==> config.mk <==
export PLATFORM = sky130hd
export DESIGN_NAME = operand_fetch
export DESIGN_NICKNAME = d
export VERILOG_FILES = /design/src/rtl/operand_fetch_pkg.sv /design/src/rtl/operand_fetch_bypass.sv /design/src/rtl/operand_fetch.sv
export SDC_FILE = /design/constraint.sdc
export NUM_CORES = 1
export LEC_CHECK = 0
export ABC_AREA = 0
export ABC_CLOCK_PERIOD_IN_PS = 3300
export BUFFER_PORTS_ARGS = -buffer_cell sky130_fd_sc_hd__buf_2
export CAP_MARGIN = 20
export CORE_MARGIN = 2
export CORE_UTILIZATION = 50
export DETAILED_ROUTE_END_ITERATION = 16
export PLACE_DENSITY = 0.72
export SETUP_SLACK_MARGIN = 0.15
export SLEW_MARGIN = 20
export SYNTH_ARGS = -nofsm -noshare
export SYNTH_HDL_FRONTEND = slang
export SYNTH_SLANG_ARGS = --single-unit
==> constraint.sdc <==
create_clock -name clk -period 3.3 [get_ports clk]
set_clock_uncertainty 0.1 [all_clocks]
set_input_delay 0.33 -clock clk [delete_from_list [all_inputs] [get_ports clk]]
set_output_delay 0.33 -clock clk [all_outputs]
set_load 0.005 [all_outputs]
==> src/rtl/operand_fetch_pkg.sv <==
// Shared widths and FSM state encoding for the operand fetch stage.
package operand_fetch_pkg;

  localparam int unsigned OF_DATA_WIDTH        = 64;
  localparam int unsigned OF_REG_INDEX_BITS    = 5;
  localparam int unsigned OF_THREAD_INDEX_BITS = 3;
  localparam int unsigned OF_ADDR_W            = OF_REG_INDEX_BITS + OF_THREAD_INDEX_BITS;

  typedef enum logic [1:0] {
    ST_IDLE = 2'd0,
    ST_RD_A = 2'd1,
    ST_RD_B = 2'd2,
    ST_HOLD = 2'd3
  } of_state_e;

endpackage

==> src/rtl/operand_fetch_bypass.sv <==
// One operand register with zero-index handling and writeback forwarding
// across the issue, capture and hold windows.
module operand_bypass #(
  parameter int unsigned DATA_WIDTH     = 64,
  parameter int unsigned REG_INDEX_BITS = 5,
  parameter int unsigned ADDR_W         = 8
) (
  input  logic                  clk,
  input  logic                  rst_n,
  input  logic                  issue_i,
  input  logic                  capture_i,
  input  logic                  track_i,
  input  logic                  used_i,
  input  logic [ADDR_W-1:0]     addr_i,
  input  logic [DATA_WIDTH-1:0] rf_rdata_i,
  input  logic                  wb_we_i,
  input  logic [ADDR_W-1:0]     wb_waddr_i,
  input  logic [DATA_WIDTH-1:0] wb_wdata_i,
  output logic [DATA_WIDTH-1:0] op_o
);

  logic                  is_zero_c;
  logic                  wb_hit_c;
  logic                  byp_q, byp_d;
  logic [DATA_WIDTH-1:0] byp_data_q, byp_data_d;
  logic [DATA_WIDTH-1:0] op_q, op_d;

  assign is_zero_c = !used_i || (addr_i[REG_INDEX_BITS-1:0] == '0);
  assign wb_hit_c  = wb_we_i && (wb_waddr_i[REG_INDEX_BITS-1:0] != '0) && (wb_waddr_i == addr_i);

  // A write in the issue cycle lands too late for the RF read, so it is held for capture.
  always_comb begin
    byp_d      = byp_q;
    byp_data_d = byp_data_q;
    op_d       = op_q;
    if (issue_i) begin
      byp_d      = wb_hit_c;
      byp_data_d = wb_wdata_i;
    end
    if (capture_i) begin
      byp_d = 1'b0;
      if (is_zero_c) begin
        op_d = '0;
      end else if (wb_hit_c) begin
        op_d = wb_wdata_i;
      end else if (byp_q) begin
        op_d = byp_data_q;
      end else begin
        op_d = rf_rdata_i;
      end
    end else if (track_i && !is_zero_c && wb_hit_c) begin
      op_d = wb_wdata_i;
    end
  end

  always_ff @(posedge clk) begin
    if (!rst_n) begin
      byp_q      <= 1'b0;
      byp_data_q <= '0;
      op_q       <= '0;
    end else begin
      byp_q      <= byp_d;
      byp_data_q <= byp_data_d;
      op_q       <= op_d;
    end
  end

  assign op_o = op_q;

endmodule

==> src/rtl/operand_fetch.sv <==
// Operand fetch stage: reads rs1 then rs2 from a one-cycle-latency register
// file through one shared port and holds the operands until downstream accepts.
module operand_fetch
  import operand_fetch_pkg::*;
#(
  parameter int unsigned DATA_WIDTH        = OF_DATA_WIDTH,
  parameter int unsigned REG_INDEX_BITS    = OF_REG_INDEX_BITS,
  parameter int unsigned THREAD_INDEX_BITS = OF_THREAD_INDEX_BITS
) (
  input  logic                                        clk,
  input  logic                                        rst_n,
  input  logic                                        in_valid,
  output logic                                        in_ready,
  input  logic [THREAD_INDEX_BITS-1:0]                in_thread,
  input  logic [REG_INDEX_BITS-1:0]                   in_rs1,
  input  logic [REG_INDEX_BITS-1:0]                   in_rs2,
  input  logic                                        in_use_rs2,
  output logic [REG_INDEX_BITS+THREAD_INDEX_BITS-1:0] rf_raddr,
  input  logic [DATA_WIDTH-1:0]                       rf_rdata,
  input  logic                                        wb_we,
  input  logic [REG_INDEX_BITS+THREAD_INDEX_BITS-1:0] wb_waddr,
  input  logic [DATA_WIDTH-1:0]                       wb_wdata,
  output logic                                        out_valid,
  input  logic                                        out_ready,
  output logic [THREAD_INDEX_BITS-1:0]                out_thread,
  output logic [DATA_WIDTH-1:0]                       out_op_a,
  output logic [DATA_WIDTH-1:0]                       out_op_b
);

  localparam int unsigned ADDR_W = REG_INDEX_BITS + THREAD_INDEX_BITS;

  of_state_e                    state_q, state_d;
  logic [THREAD_INDEX_BITS-1:0] thread_q, thread_d;
  logic [REG_INDEX_BITS-1:0]    rs1_q, rs1_d;
  logic [REG_INDEX_BITS-1:0]    rs2_q, rs2_d;
  logic                         use_rs2_q, use_rs2_d;
  logic                         out_valid_q, out_valid_d;
  logic                         accept_c;
  logic [ADDR_W-1:0]            addr_a_c, addr_b_c;
  logic                         issue_b_c, cap_a_c, cap_b_c, track_a_c, track_b_c;

  // Next-state, handshake and shared read-port address.
  always_comb begin
    state_d     = state_q;
    thread_d    = thread_q;
    rs1_d       = rs1_q;
    rs2_d       = rs2_q;
    use_rs2_d   = use_rs2_q;
    in_ready    = rst_n && (state_q == ST_IDLE);
    accept_c    = in_valid && in_ready;
    rf_raddr    = {thread_q, rs1_q};
    case (state_q)
      ST_IDLE: begin
        rf_raddr = {in_thread, in_rs1};
        if (accept_c) begin
          thread_d  = in_thread;
          rs1_d     = in_rs1;
          rs2_d     = in_rs2;
          use_rs2_d = in_use_rs2;
          state_d   = ST_RD_A;
        end
      end
      ST_RD_A: begin
        rf_raddr = {thread_q, rs2_q};
        state_d  = use_rs2_q ? ST_RD_B : ST_HOLD;
      end
      ST_RD_B: state_d = ST_HOLD;
      ST_HOLD: if (out_ready) state_d = ST_IDLE;
      default: state_d = ST_IDLE;
    endcase
    out_valid_d = (state_d == ST_HOLD);
  end

  always_ff @(posedge clk) begin
    if (!rst_n) begin
      state_q     <= ST_IDLE;
      thread_q    <= '0;
      rs1_q       <= '0;
      rs2_q       <= '0;
      use_rs2_q   <= 1'b0;
      out_valid_q <= 1'b0;
    end else begin
      state_q     <= state_d;
      thread_q    <= thread_d;
      rs1_q       <= rs1_d;
      rs2_q       <= rs2_d;
      use_rs2_q   <= use_rs2_d;
      out_valid_q <= out_valid_d;
    end
  end

  // rs1 is issued in IDLE from the live inputs; rs2 is issued in RD_A from the latched ones.
  assign addr_a_c  = (state_q == ST_IDLE) ? {in_thread, in_rs1} : {thread_q, rs1_q};
  assign addr_b_c  = {thread_q, rs2_q};
  assign cap_a_c   = (state_q == ST_RD_A);
  assign track_a_c = (state_q == ST_RD_B) || (state_q == ST_HOLD);
  assign issue_b_c = (state_q == ST_RD_A) && use_rs2_q;
  assign cap_b_c   = (state_q == ST_RD_B) || ((state_q == ST_RD_A) && !use_rs2_q);
  assign track_b_c = (state_q == ST_HOLD);

  operand_bypass #(
    .DATA_WIDTH    (DATA_WIDTH),
    .REG_INDEX_BITS(REG_INDEX_BITS),
    .ADDR_W        (ADDR_W)
  ) u_byp_a (
    .clk       (clk),
    .rst_n     (rst_n),
    .issue_i   (accept_c),
    .capture_i (cap_a_c),
    .track_i   (track_a_c),
    .used_i    (1'b1),
    .addr_i    (addr_a_c),
    .rf_rdata_i(rf_rdata),
    .wb_we_i   (wb_we),
    .wb_waddr_i(wb_waddr),
    .wb_wdata_i(wb_wdata),
    .op_o      (out_op_a)
  );

  operand_bypass #(
    .DATA_WIDTH    (DATA_WIDTH),
    .REG_INDEX_BITS(REG_INDEX_BITS),
    .ADDR_W        (ADDR_W)
  ) u_byp_b (
    .clk       (clk),
    .rst_n     (rst_n),
    .issue_i   (issue_b_c),
    .capture_i (cap_b_c),
    .track_i   (track_b_c),
    .used_i    (use_rs2_q),
    .addr_i    (addr_b_c),
    .rf_rdata_i(rf_rdata),
    .wb_we_i   (wb_we),
    .wb_waddr_i(wb_waddr),
    .wb_wdata_i(wb_wdata),
    .op_o      (out_op_b)
  );

  assign out_valid  = out_valid_q;
  assign out_thread = thread_q;

endmodule
==> results.md, run 1 <==
Logic synthesis:
- The post-synthesis cell area is 0.0124 mm2.
- When the netlist entered floorplanning its net count stood at 1667.
- The count of unique library cells instantiated by Yosys is 38.
- The share of synthesized flip-flops with an asynchronous set or reset is 0%.
- The share of synthesized area in the top cell type comes to 44.4%.
- Sorting the synthesized cells by area gives the leading types as sky130_fd_sc_hd__dfxtp_1, sky130_fd_sc_hd__o21ai_0, sky130_fd_sc_hd__nand2_1.
- After synthesis the netlist holds a flip-flop and latch count of 275.
- The number of flops mapped to enable cells by yosys is 0.
- The proportion of synthesized chip area in sequential cells is 44.4%.
- Yosys printed 0 warnings.
- The largest total area in the synthesized netlist belongs to sky130_fd_sc_hd__dfxtp_1.
- Synthesis handed over a netlist of 1512 instances.
- In the synthesized netlist the dominant register cell turns out to be sky130_fd_sc_hd__dfxtp_1.
- After synthesis, the mean cell area works out to 8.20 um2.

Timing:
- On the final layout, the worst hold slack is 0.0475 ns.
- Setup repair after global routing left no endpoint under its margin.
- The count of endpoints failing hold in the final timing report was 0.
- After layout, the minimum clock period comes to 3.06 ns.
- The upper clock frequency limit is 326 MHz.
- After layout, the worst path uses 92.8% of the clock period.
- The final setup TNS is 0 ns.
- For the pin with the worst max-slew slack, the measured transition is 0.981 ns.
- The setup slack of the critical path after layout is 0.237 ns.
- The number of max-slew violations in the final report is 0.
- The setup violation total in the final timing report is 0.
- In this run the tightest slew margin relative to its limit is 34.4%.

Clock network:
- Buffers inserted during clock tree synthesis total 30.
- The clock transition at the registers of the reported paths is 0.06 ns.
- The number of levels the H-tree was split into is 1.
- CTS placed an instance of sky130_fd_sc_hd__clkbuf_16 at the clock tree root.
- TritonCTS built the clock tree.
- The clock reaches the later pin of the worst-skew pair after 0.55 ns.
- The total number of clock tree sinks is 275.
- The maximum buffer depth of the clock tree is 3.

Finish:
- Fill cells in the final layout number 2046.
- After routing the design area is 0.0160 mm2.
- At the end of the flow the core is filled with cells to 65.7%.
- The net total in the final layout is 1958.
- The non-filler instance count after layout is 2155.
- The layout overhead on the synthesized area is 28.9%.
- The post-route netlist has 24.9% of its cells at a drive strength greater than 1.

Placement:
- Summing all placed instances gives a cell area of 0.0141 mm2.
- After detailed placement, the design holds a cell count of 2015.
- In this run the tool buffered the top-level ports with 295 buffer cells.
- The placer congestion estimate is 0.854.
- Detailed placement finished with a half-perimeter wire length of 24.4 mm.
- The minimum setup slack after placement is 0.136 ns.

Floorplanning:
- The number of top-level design ports is 296.
- The width of the die is 161 um.
- The row count is 57.
- The die extent in y is 161 um.
- The area of the core is 0.0243 mm2.
- The floorplan step defined a die boundary enclosing 0.0261 mm2.
- The starting density of the core is 51.0%.

GRT:
- The global-route layer with the greatest usage is met2.
- The number of antenna violations at the first check in global routing was 5.
- Global routing consumed, on the met1 layer, 39.2% of the routing resources.
- The met3 capacity usage during global routing is 4.65%.
- The all-layer global routing usage is 30.1%.
- The global-route wire length before repair is 63.8 mm.
- The number of global-route vias before repair is 11900.
- The remaining global-route overflow is 0.
- Entering global routing, the biggest net connects 240 pins.
- For this run, global-route usage on met2 was measured as 50.5%.

Status:
- The flow ran to the end, and the final reports show no timing, DRC or antenna violations.

Detailed routing:
- In the routed layout, each cell is associated on average with a via count of 5.79.
- The first routing iteration left 1050 violations.
- The average wire length per cell after detail routing is 19.1 um.
- The count of antenna-violating nets left after detailed routing is 0.
- The via count of the routed design is 12500.
- The final layout contains routed wiring with a total length of 41.2 mm.
- The length of the first detailed-routing pass in iterations is 5.
- The number of design rule violations left after detail routing is 0.

Setup path:
- The kind of start point of the critical path is an input port.
- The worst setup path is captured at a flip-flop.
- The maximum net fanout on the critical path is 36.
- At the worst endpoint, the required time is 3.67 ns.
- The arrival time of the worst setup path is 3.44 ns.
- For the worst flop-to-flop path, the logic depth is 9.
- The critical path is of the in -> reg type.

Min path:
- The worst hold-check path type is in -> reg.
- The cell depth of the worst hold path is 3.

Flow run:
- The max-capacitance violation count is 0.

Pwr:
- The static leakage is 6.31 nW.
- Power spread over the standard cell area amounts to 632 mW/mm2.
- The total chip power is 10.1 mW.
- The maximum VDD drop is 0.442 mV.
## critical path, cell delays in order
cell,delay (ns)
sky130_fd_sc_hd__dlygate4sd3_1,0.58
sky130_fd_sc_hd__buf_2,0.15
sky130_fd_sc_hd__nor3b_1,0.14
sky130_fd_sc_hd__or3_1,0.36
sky130_fd_sc_hd__a32o_1,0.24
sky130_fd_sc_hd__nor4_4,0.50
sky130_fd_sc_hd__buf_4,0.23
sky130_fd_sc_hd__a31o_2,0.18
sky130_fd_sc_hd__buf_6,0.35
sky130_fd_sc_hd__a22oi_1,0.17
sky130_fd_sc_hd__a21oi_1,0.20
## area by class of cell
cell class,count,area [um2],area share [%]
multi-input combinational,1091,6390,40.0
sequential,275,5510,34.5
timing repair buffer,402,2600,16.3
clock buffer,45,898,5.62
tap,324,405,2.54
clock inverter,10,158,0.986
antenna,5,12.5,0.0783
inverter,3,11.3,0.0704
## worst paths after layout
check	slack, ns	endpoint	startpoint
min reg2reg	0.36	u_byp_a.byp_data_q[63]	u_byp_a.byp_data_q[63]
max	0.24	u_byp_a.op_o[12]	in_rs1[2]
min	0.05	u_byp_b.op_o[8]	rst_n
max reg2reg	0.24	u_byp_a.op_o[12]	state_q[0]
## layer usage
| metal | share of wire (%) | wire length [um] |
|---|---|---|
| met1 | 41 | 17000 |
| met2 | 47 | 19500 |
| met3 | 8.0 | 3300 |
| met4 | 3.5 | 1430 |
| met5 | 0 | 0 |
## report_power, final
| group | total [mW] | internal [mW] | leakage, nW | switching (mW) |
|---|---|---|---|---|
| Sequential | 4.10 | 3.81 | 2.25 | 0.287 |
| Combinational | 2.44 | 1.04 | 3.54 | 1.40 |
| Clock | 3.57 | 2.19 | 0.523 | 1.38 |
| Total | 10.1 | 7.04 | 6.31 | 3.07 |
## synth_stat cells, types with 2 or more instances
master and number:
sky130_fd_sc_hd__a22oi_1 63, sky130_fd_sc_hd__nand2_1 292, sky130_fd_sc_hd__mux2_2 66, sky130_fd_sc_hd__clkbuf_1 107
sky130_fd_sc_hd__or4_1 2, sky130_fd_sc_hd__a21boi_0 64, sky130_fd_sc_hd__inv_1 3, sky130_fd_sc_hd__and2_1 4
sky130_fd_sc_hd__a21oi_1 133, sky130_fd_sc_hd__a31o_2 2, sky130_fd_sc_hd__o22ai_1 64, sky130_fd_sc_hd__dfxtp_1 275
sky130_fd_sc_hd__buf_4 2, sky130_fd_sc_hd__xor2_1 4, sky130_fd_sc_hd__buf_1 15, sky130_fd_sc_hd__and3_1 3
sky130_fd_sc_hd__xnor2_1 10, sky130_fd_sc_hd__nand3b_1 2, sky130_fd_sc_hd__o21a_1 2, sky130_fd_sc_hd__nor2_1 69
sky130_fd_sc_hd__or3_1 2, sky130_fd_sc_hd__buf_2 20, sky130_fd_sc_hd__o21ai_0 221, sky130_fd_sc_hd__mux2i_1 72
sky130_fd_sc_hd__nand4_1 2
## registers in the layout, summed over array words and instances (netlist names)
name and flops:
u_byp_a.byp_data_q 64, u_byp_b.byp_q 1, u_byp_b.byp_data_q 64, u_byp_a.op_o 64, use_rs2_q 1, out_thread 3
u_byp_a.byp_q 1, u_byp_b.op_o 64, rs2_q 5, state_q 2, out_valid 1, rs1_q 5
## placed cells by master, fill, tap and decap left out, types with 4 or more instances in the layout
cell type,Yosys,routed
sky130_fd_sc_hd__nand2_1,292,291
sky130_fd_sc_hd__xnor2_1,10,10
sky130_fd_sc_hd__buf_12,0,9
sky130_fd_sc_hd__mux2i_1,72,72
sky130_fd_sc_hd__and2_1,4,4
sky130_fd_sc_hd__o21ai_0,221,220
sky130_fd_sc_hd__dlygate4sd3_1,0,79
sky130_fd_sc_hd__buf_4,2,18
sky130_fd_sc_hd__o22ai_1,64,64
sky130_fd_sc_hd__bufinv_16,0,4
sky130_fd_sc_hd__clkbuf_1,107,7
sky130_fd_sc_hd__a22oi_1,63,63
sky130_fd_sc_hd__buf_2,20,294
sky130_fd_sc_hd__a21oi_1,133,132
sky130_fd_sc_hd__clkinv_2,0,4
sky130_fd_sc_hd__mux2_2,66,66
sky130_fd_sc_hd__xor2_1,4,4
sky130_fd_sc_hd__a21boi_0,64,64
sky130_fd_sc_hd__nor2_1,69,69
sky130_fd_sc_hd__diode_2,0,5
sky130_fd_sc_hd__dfxtp_1,275,273
sky130_fd_sc_hd__clkbuf_16,0,31
sky130_fd_sc_hd__clkbuf_8,0,7
## logic make-up (layout without fill, tap and decap cells)
logic type      Yosys count  in the layout  synth area share [%]
simple gates            383            383                  12.2
mux                     138            138                  11.8
buf+inv                 147            460                  4.71
flops                   275            275                  44.4
other cells               0              5                     0
compound gates          555            556                  25.9
xor+xnor                 14             14                 0.989
## repair_timing
| item | in CTS | in global routing |
|---|---|---|
| pin swaps | 1 | 0 |
| setup endpoints to repair | 5 | 59 |
| gates resized for setup | 1 | 1 |
| cloned | 1 | 0 |
| endpoints found under the hold margin | 194 | 0 |
| buffers inserted | 0 | 0 |
| hold buffers | 79 | 0 |
Power figures use the tool's default switching activity.
==> run 2: changes to the inputs <==
--- a/config.mk
+++ b/config.mk
@@ -13,8 +13,9 @@
 export CORE_UTILIZATION = 50
 export DETAILED_ROUTE_END_ITERATION = 16
-export PLACE_DENSITY = 0.72
+export PLACE_DENSITY = 0.7
 export SETUP_SLACK_MARGIN = 0.15
 export SLEW_MARGIN = 20
 export SYNTH_ARGS = -nofsm -noshare
 export SYNTH_HDL_FRONTEND = slang
+export SYNTH_HIERARCHICAL = 1
 export SYNTH_SLANG_ARGS = --single-unit
==> constraint.sdc (replaced) <==
create_clock -name clk -period 3.3 [get_ports clk]
set_clock_uncertainty 0.1 [all_clocks]
set_input_delay 0.33 -clock clk [delete_from_list [all_inputs] [get_ports clk]]
set_output_delay 0.33 -clock clk [all_outputs]
set_load 0.05 [all_outputs]
==> results.md, run 2 <==
Timing:
- The final setup TNS is 0 ns (unchanged).
- The transition time of the tightest slew-check pin is 0.958 ns (-0.0230 ns).
- The minimum clock period is 2.94 ns (-0.119 ns).
- The count of endpoints failing hold in the final timing report is 0 (unchanged).
- The number of max-slew violations in the final report came to 0 (unchanged).
- Setup repair after global routing left no endpoint under its margin.
- The setup slack of the critical path after layout is 0.356 ns (+0.119 ns).
- The period utilization was 89.2% (-3.6 points).
- The setup violation total in the final timing report is 0 (unchanged).
- The upper clock frequency limit is 340 MHz (+4.1%).
- The worst slew margin relative to its limit came to 36.0% (+1.5 points).

Floorplanning:
- The number of top-level design ports was 296 (unchanged).
- The total die area is 0.0313 mm2 (+20%).
- The width of the die is 177 um (+9.6%).
- The die extent in y is 177 um (+9.6%).
- The row count is 63 (+11%).
- The area of the core is 0.0296 mm2 (+22%).
- The starting density of the core is 50.6% (-0.40 points).

Setup path:
- The worst endpoint required time is 3.62 ns (-0.05 ns).
- The endpoint of the lowest-slack register-to-register path is u_byp_a/op_o[54].
- The kind of start point of the critical path is a flip-flop.
- The number of cells traversed by the worst register-to-register path is 9 (unchanged).
- The maximum net fanout on the critical path is 64 (+78%).
- The startpoint identified for the worst register-to-register timing path is state_q[1].
- The slack of the worst reg-to-reg path is 0.36 ns (+0.12 ns).
- The master of the slowest instance on the critical path is sky130_fd_sc_hd__or4_2.
- The critical path goes through nor2_1, buf_4, mux2_2, xnor2_1, nand4_1, or4_2, buf_12, o31ai_1, a211oi_2.
- The worst setup path is of the reg -> reg kind.
- The type of element capturing the critical path is a flip-flop.
- The arrival time of the worst setup path is 3.26 ns (-0.18 ns).
- The worst stage delay on the critical path is 0.67 ns (+0.09 ns).

Clock network:
- The number of levels the H-tree was split into is 1 (unchanged).
- TritonCTS built the clock tree.
- The source-to-sink clock delay at the later pin of the worst-skew pair is 0.56 ns (about the same).
- The clock transition at the registers of the reported paths is 0.06 ns (about the same).
- The number of instances resized during post-cts repair came to 0 (-1).
- The total CTS buffers came to 31 (+3.3%).
- The root buffer selected by CTS is sky130_fd_sc_hd__clkbuf_16.
- The maximum buffer depth of the clock tree came to 3 (unchanged).
- The post-CTS setup repair buffer count is 0 (unchanged).
- The total number of clock tree sinks is 275 (unchanged).

Placement:
- The post-detailed-placement half-perimeter wirelength is 26.9 mm (+10%).
- The placer congestion estimate is 0.809 (-5.3%).
- The instance count after placement with tap cells included came to 2029 (+0.69%).
- The minimum setup slack after placement is 0.400 ns (+0.263 ns).
- The total of buffers placed on input and output ports is 295 (unchanged).

Min path:
- The path class of the tightest hold or removal check is in -> reg.
- In this run the most critical hold path is launched from wb_wdata[3].
- The path with the worst hold slack has its endpoint at u_byp_b/byp_data_q[3].
- The cell depth of the worst hold path is 3 (unchanged).

Logic synthesis:
- The number of flops mapped to enable cells by yosys is 0 (unchanged).
- The gate count after technology mapping was 1467 (-3.0%).
- In the post-synthesis netlist, the biggest area contributors are sky130_fd_sc_hd__dfxtp_1, sky130_fd_sc_hd__mux2i_1, sky130_fd_sc_hd__o221a_2.
- The mean post-synth cell area is 10.2 um2 (+24%).
- The Yosys warning count is 6 (+6).
- The fraction of post-synthesis cell area in the top cell type by area came to 36.8% (-7.6 points).
- The most numerous cell in the Yosys netlist is sky130_fd_sc_hd__mux2i_1.
- The share of synthesized flip-flops with an asynchronous set or reset was 0% (unchanged).
- The post-synthesis cell area is 0.0150 mm2 (+21%).
- The register bit count reported by yosys is 275 (unchanged).
- The count of unique library cells instantiated by Yosys is 40 (+5.3%).
- The synthesized design spends more area on one cell type than any other, namely sky130_fd_sc_hd__dfxtp_1.
- The most used flip-flop cell after synthesis is sky130_fd_sc_hd__dfxtp_1.
- After synthesis, the most frequently instantiated cells are sky130_fd_sc_hd__mux2i_1, sky130_fd_sc_hd__dfxtp_1, sky130_fd_sc_hd__inv_1.
- The proportion of synthesized chip area in sequential cells is 36.8% (-7.6 points).

Pwr:
- The maximum VDD drop came to 0.491 mV (+11%).
- The power per cell area is 583 mW/mm2 (-7.8%).
- The static leakage is 6.51 nW (+3.2%).

Flow run:
- The max-capacitance violation count is 0 (unchanged).

Finish:
- The non-filler instance count after layout is 2142 (-0.60%).
- The net total in the final layout was 1885 (-3.7%).
- The number of inserted filler cells in the final layout came to 2475 (+21%).
- The number of diodes is 0 (-5).
- The fraction of final layout cells sized beyond drive strength 1 is 35.3% (+10 points).
- The area growth from synthesis to layout is 21.7%.
- The post-route core utilization came to 61.6% (-4.2 points).
- Leaving out fill and tap cells, the most frequent cells in the layout are sky130_fd_sc_hd__buf_2, sky130_fd_sc_hd__mux2i_1, sky130_fd_sc_hd__dfxtp_1, sky130_fd_sc_hd__inv_1.
- The multi-input gate area in the final layout is 0.00818 mm2 (+28%).
- The area used by sequential logic in the layout is 0.00551 mm2 (unchanged).
- The library cell used most frequently in the layout, excluding fill and tap cells, is sky130_fd_sc_hd__buf_2.

Detailed routing:
- The mean number of vias per cell is 5.97 (+3.1%).
- The average wire length per cell after detail routing is 21.2 um (+11%).
- The length of the first detailed-routing pass in iterations is 5 (unchanged).
- The number of design rule violations left after detail routing is 0 (unchanged).
- The number of design-rule violations left by the first detailed-router iteration is 1023 (-2.6%).
- The via count of the routed design came to 12800 (+2.5%).
- The total wirelength of the detailed-routed design is 45.3 mm (+10%).
- The count of antenna-violating nets left after detailed routing is 0 (unchanged).

GRT:
- The pin count of the biggest net entering global routing is 222 (-7.5%).
- The all-layer global routing usage was 27.8% (-2.3 points).
- The number of global-route vias before repair is 12800 (+7.8%).
- The number of antenna violations at the first check in global routing is 1 (-4).
- The remaining global-route overflow came to 0 (unchanged).
- The global-route wire length before repair is 70.2 mm (+10%).

Status:
- The flow ran to the end, and the final reports show no timing, DRC or antenna violations.
## run 2: kinds of logic (layout without fill, tap and decap cells)
group | after synthesis | after routing | synth area share [%]
other | 1 | 2 | 0.0251
AND/OR/NAND/NOR | 197 | 197 | 7.83
multiplexers | 288 | 288 | 19.4
flip-flops | 275 | 275 | 36.8
buffers and inverters | 289 | 573 | 8.95
AO/OA/AOI/OAI | 403 | 403 | 26.2
XOR/XNOR | 14 | 14 | 0.820
## run 2: area by class of cell
cell class / instances / share of cell area [%]
Sequential cell: 275 / 30.3
Inverter: 132 / 2.72
Tap cell: 390 / 2.68
Clock buffer: 44 / 5.03
Timing Repair Buffer: 386 / 13.5
Multi-Input combinational cell: 904 / 44.9
Clock inverter: 11 / 0.866
## run 2: repair_timing
| action | 4_1_cts | 5_1_grt |
|---|---|---|
| endpoints found under the hold margin | 82 | 0 |
| endpoints found under the setup margin | 0 | 0 |
| hold buffers | 58 | 0 |
## run 2: through the flow
step                total power [mW]  hold WS [ns]  instance area, um2
floorplan                       6.14         0.346               15000
global placement                6.94         0.337               16500
detailed placement              6.97         0.340               16500
CTS                             10.6      0.000178               18200
global route                    11.0        0.0133               18200
finish                          10.6        0.0159               18200
## run 2: critical path: cells and delay by family (launching register included)
kind,cells,cell delay [ns]
AO/OA/AOI/OAI,2,0.41
XOR/XNOR,1,0.17
buffers and inverters,2,0.48
flip-flops,1,0.31
multiplexers,1,0.38
AND/OR/NAND/NOR,3,0.93
## run 2: worst max-delay path by stage
stage               cells after the start                to        from  slack (ns)
global placement                        9  u_byp_a/op_o[31]  state_q[1]        0.46
finish                                  9  u_byp_a/op_o[54]  state_q[1]        0.36
CTS                                     9  u_byp_a/op_o[54]  state_q[1]        0.38
global route                            9  u_byp_a/op_o[62]  state_q[1]        0.23
floorplan                              10  u_byp_a/op_o[52]  state_q[0]        0.55
detailed placement                      9  u_byp_a/op_o[54]  state_q[1]        0.40
## run 2: report_power, final
| group | switching, mW | total [mW] | internal (mW) |
|---|---|---|---|
| Combinational | 2.14 | 3.20 | 1.05 |
| Clock | 1.39 | 3.61 | 2.22 |
| Sequential | 0.180 | 3.80 | 3.62 |
| Total | 3.71 | 10.6 | 6.90 |
## run 2: per-layer routing
layer / global-route usage [%] / up-vias / wire length (um)
li1: - / 5962 / -
met1: 37.3 / 6200 / 20200
met2: 46.1 / 545 / 20700
met3: 4.62 / 88 / 3360
met4: 7.68 / 2 / 1080
met5: 0 / - / 13
==> run 3: changes to the inputs <==
- ABC_CLOCK_PERIOD_IN_PS: 3300 -> 3750
- clock period: 3.3 -> 3.75 ns (I/O delays scaled with it)
==> results.md, run 3 (same netlist as run 2, synthesis figures left out) <==
Floorplanning:
- The total die area is 0.0313 mm2 (unchanged).
- The width of the die was 177 um (unchanged).
- The die extent in y is 177 um (unchanged).
- The area of the core came to 0.0296 mm2 (unchanged).
- The row count is 63 (unchanged).
- The starting density of the core is 50.6% (unchanged).
- The number of top-level design ports was 296 (unchanged).

GRT:
- The all-layer global routing usage was 28.6% (+0.74 points).
- The global-route wire length before repair is 70.7 mm (+0.69%).
- The number of antenna violations at the first check in global routing was 5 (+4).
- The remaining global-route overflow came to 0 (unchanged).
- The number of global-route vias before repair is 12300 (-4.3%).
- The pin count of the biggest net entering global routing is 288 (+30%).

Timing:
- The worst hold slack was 0.0236 ns (+0.00768 ns).
- The worst slew margin relative to its limit came to 27.7% (-8.3 points).
- The period utilization is 86.4% (-2.8 points).
- The number of max-slew violations in the final report is 0 (unchanged).
- The count of endpoints failing hold in the final timing report came to 0 (unchanged).
- The final setup TNS is 0 ns (unchanged).
- The transition time of the tightest slew-check pin is 1.09 ns (+0.127 ns).
- The upper clock frequency limit is 309 MHz (-9.2%).
- The minimum clock period came to 3.24 ns (+0.298 ns).
- Setup repair after global routing left no endpoint under its margin.
- The setup violation total in the final timing report is 0 (unchanged).

Detailed routing:
- The count of antenna-violating nets left after detailed routing was 0 (unchanged).
- The via count of the routed design is 12700 (-0.81%).
- The number of design-rule violations left by the first detailed-router iteration is 1108 (+8.3%).
- The mean number of vias per cell came to 6.05 (+1.2%).
- The number of design rule violations left after detail routing is 0 (unchanged).
- The average wire length per cell after detail routing is 22.3 um (+5.4%).
- The length of the first detailed-routing pass in iterations is 6 (+1).
- The total wirelength of the detailed-routed design is 46.8 mm (+3.3%).

Min path:
- The destination of the worst hold path is u_byp_b/byp_data_q[60].
- The tightest min-delay check is of the in -> reg type.
- The cell depth of the worst hold path was 3 (unchanged).
- The source of the worst hold timing path is wb_wdata[60].

Pwr:
- The power per cell area is 524 mW/mm2 (-10%).
- The static leakage is 6.32 nW (-3.0%).
- The maximum VDD drop is 0.320 mV (-35%).

Status:
- The flow ran to the end, and the final reports show no timing, DRC or antenna violations.

Clock network:
- The source-to-sink clock delay at the later pin of the worst-skew pair is 0.56 ns (about the same).
- The total CTS buffers is 31 (unchanged).
- The number of levels the H-tree was split into is 1 (unchanged).
- The total number of clock tree sinks is 275 (unchanged).
- The maximum buffer depth of the clock tree is 3 (unchanged).
- The root buffer selected by CTS is sky130_fd_sc_hd__clkbuf_16.
- The clock transition at the registers of the reported paths is 0.06 ns (about the same).
- The clock tree from TritonCTS is built.

Finish:
- The non-filler instance count after layout is 2099 (-2.0%).
- The net total in the final layout came to 1835 (-2.7%).
- The layout overhead on the synthesized area is 18.6%.
- The post-route core utilization is 60.0% (-1.5 points).
- The fraction of final layout cells sized beyond drive strength 1 was 36.2% (+0.86 points).
- Leaving out fill and tap cells, the most frequent cell in the layout is sky130_fd_sc_hd__buf_2.
- In the layout the commonest cells are sky130_fd_sc_hd__buf_2, sky130_fd_sc_hd__mux2i_1, sky130_fd_sc_hd__dfxtp_1, sky130_fd_sc_hd__inv_1.

Setup path:
- The worst register-to-register path begins at state_q[1].
- The worst setup path is launched from a flip-flop.
- The worst register-to-register path ends at u_byp_a/op_o[5].
- The slack of the worst reg-to-reg path is 0.51 ns (+0.15 ns).
- The worst endpoint required time is 4.05 ns (+0.43 ns).
- The arrival time of the worst setup path is 3.54 ns (+0.28 ns).
- The setup path with the least slack is of type reg -> reg.
- The type of element capturing the critical path is a flip-flop.
- The number of cells traversed by the worst register-to-register path is 8 (-1).
- The maximum net fanout on the critical path is 64 (unchanged).

Placement:
- The total of buffers placed on input and output ports is 295 (unchanged).
- The post-detailed-placement half-perimeter wirelength is 26.1 mm (-2.9%).
- The placer congestion estimate is 0.823 (+1.8%).
- The instance count after placement with tap cells included is 2022 (-0.34%).

Flow run:
- The max-capacitance violation count came to 0 (unchanged).
==> run 3: cell types whose count changed in the layout (fill, tap and decap cells not counted) <==
cell	before	now
sky130_fd_sc_hd__inv_6	0	1
sky130_fd_sc_hd__dlygate4sd3_1	58	14
sky130_fd_sc_hd__buf_16	0	1
sky130_fd_sc_hd__bufinv_16	4	2
sky130_fd_sc_hd__clkbuf_1	4	3
sky130_fd_sc_hd__clkbuf_8	9	13
sky130_fd_sc_hd__diode_2	0	4
sky130_fd_sc_hd__clkinvlp_4	1	0
sky130_fd_sc_hd__clkinv_2	6	8
sky130_fd_sc_hd__buf_4	22	15
==> run 3: metrics by stage <==
| stage | instance area, um2 | power [mW] | setup slack [ns] |
|---|---|---|---|
| 3_3_place_gp | 16500 | 6.12 | 0.564 |
| 3_5_place_dp | 16500 | 6.16 | 0.516 |
| 5_1_grt | 17700 | 9.62 | 0.307 |
| 6_report | 17700 | 9.29 | 0.509 |
| 2_1_floorplan | 15000 | 5.40 | 1.00 |
| 4_1_cts | 17700 | 9.32 | 0.501 |
==> run 3: power by group <==
| group | total, mW | switching, mW | internal, mW |
|---|---|---|---|
| Sequential | 3.35 | 0.164 | 3.19 |
| Clock | 3.16 | 1.26 | 1.90 |
| Combinational | 2.78 | 1.89 | 0.890 |
| Total | 9.29 | 3.31 | 5.98 |
==> run 3: cell type report <==
class / count / area, um2
clock buffer: 47 / 966
sequential: 275 / 5510
inverter: 132 / 495
multi-input combinational: 904 / 8180
tap: 390 / 488
antenna: 4 / 10.0
fill: 2540 / 11800
clock inverter: 11 / 109
timing repair buffer: 336 / 1980
==> run 3: routing by layer <==
layer  wire length, um  GRT usage [%]
met1             20900           40.0
met2             21500           45.9
met3              3560           4.10
met4               894           7.78
met5                13              0
==> run 3: critical path, cell delays in order, from the launching register on <==
cell and delay [ns]:
sky130_fd_sc_hd__dfxtp_1 0.31, sky130_fd_sc_hd__nor2_1 0.10, sky130_fd_sc_hd__buf_4 0.22, sky130_fd_sc_hd__mux2_2 0.38, sky130_fd_sc_hd__or3_1 0.44, sky130_fd_sc_hd__o21a_1 0.29
sky130_fd_sc_hd__a31oi_4 0.18, sky130_fd_sc_hd__buf_4 0.83, sky130_fd_sc_hd__a211oi_1 0.19
==> run 3: what timing repair did <==
action / CTS / global route
hold buffers: 14 / 0
setup buffers: 0 / 0
endpoints found under the hold margin: 14 / 0
gates resized for setup: 0 / 0
==> run 3: how the worst max path moves through the flow <==
| stage | to | start | depth (start not counted) |
|---|---|---|---|
| after floorplan | u_byp_a/op_o[52] | state_q[0] | 10 |
| after global placement | u_byp_a/op_o[3] | state_q[1] | 8 |
| after detailed placement | u_byp_a/op_o[36] | state_q[1] | 8 |
| after CTS | u_byp_a/op_o[36] | state_q[1] | 8 |
| after global routing | u_byp_a/op_o[6] | state_q[1] | 8 |
| final | u_byp_a/op_o[5] | state_q[1] | 8 |
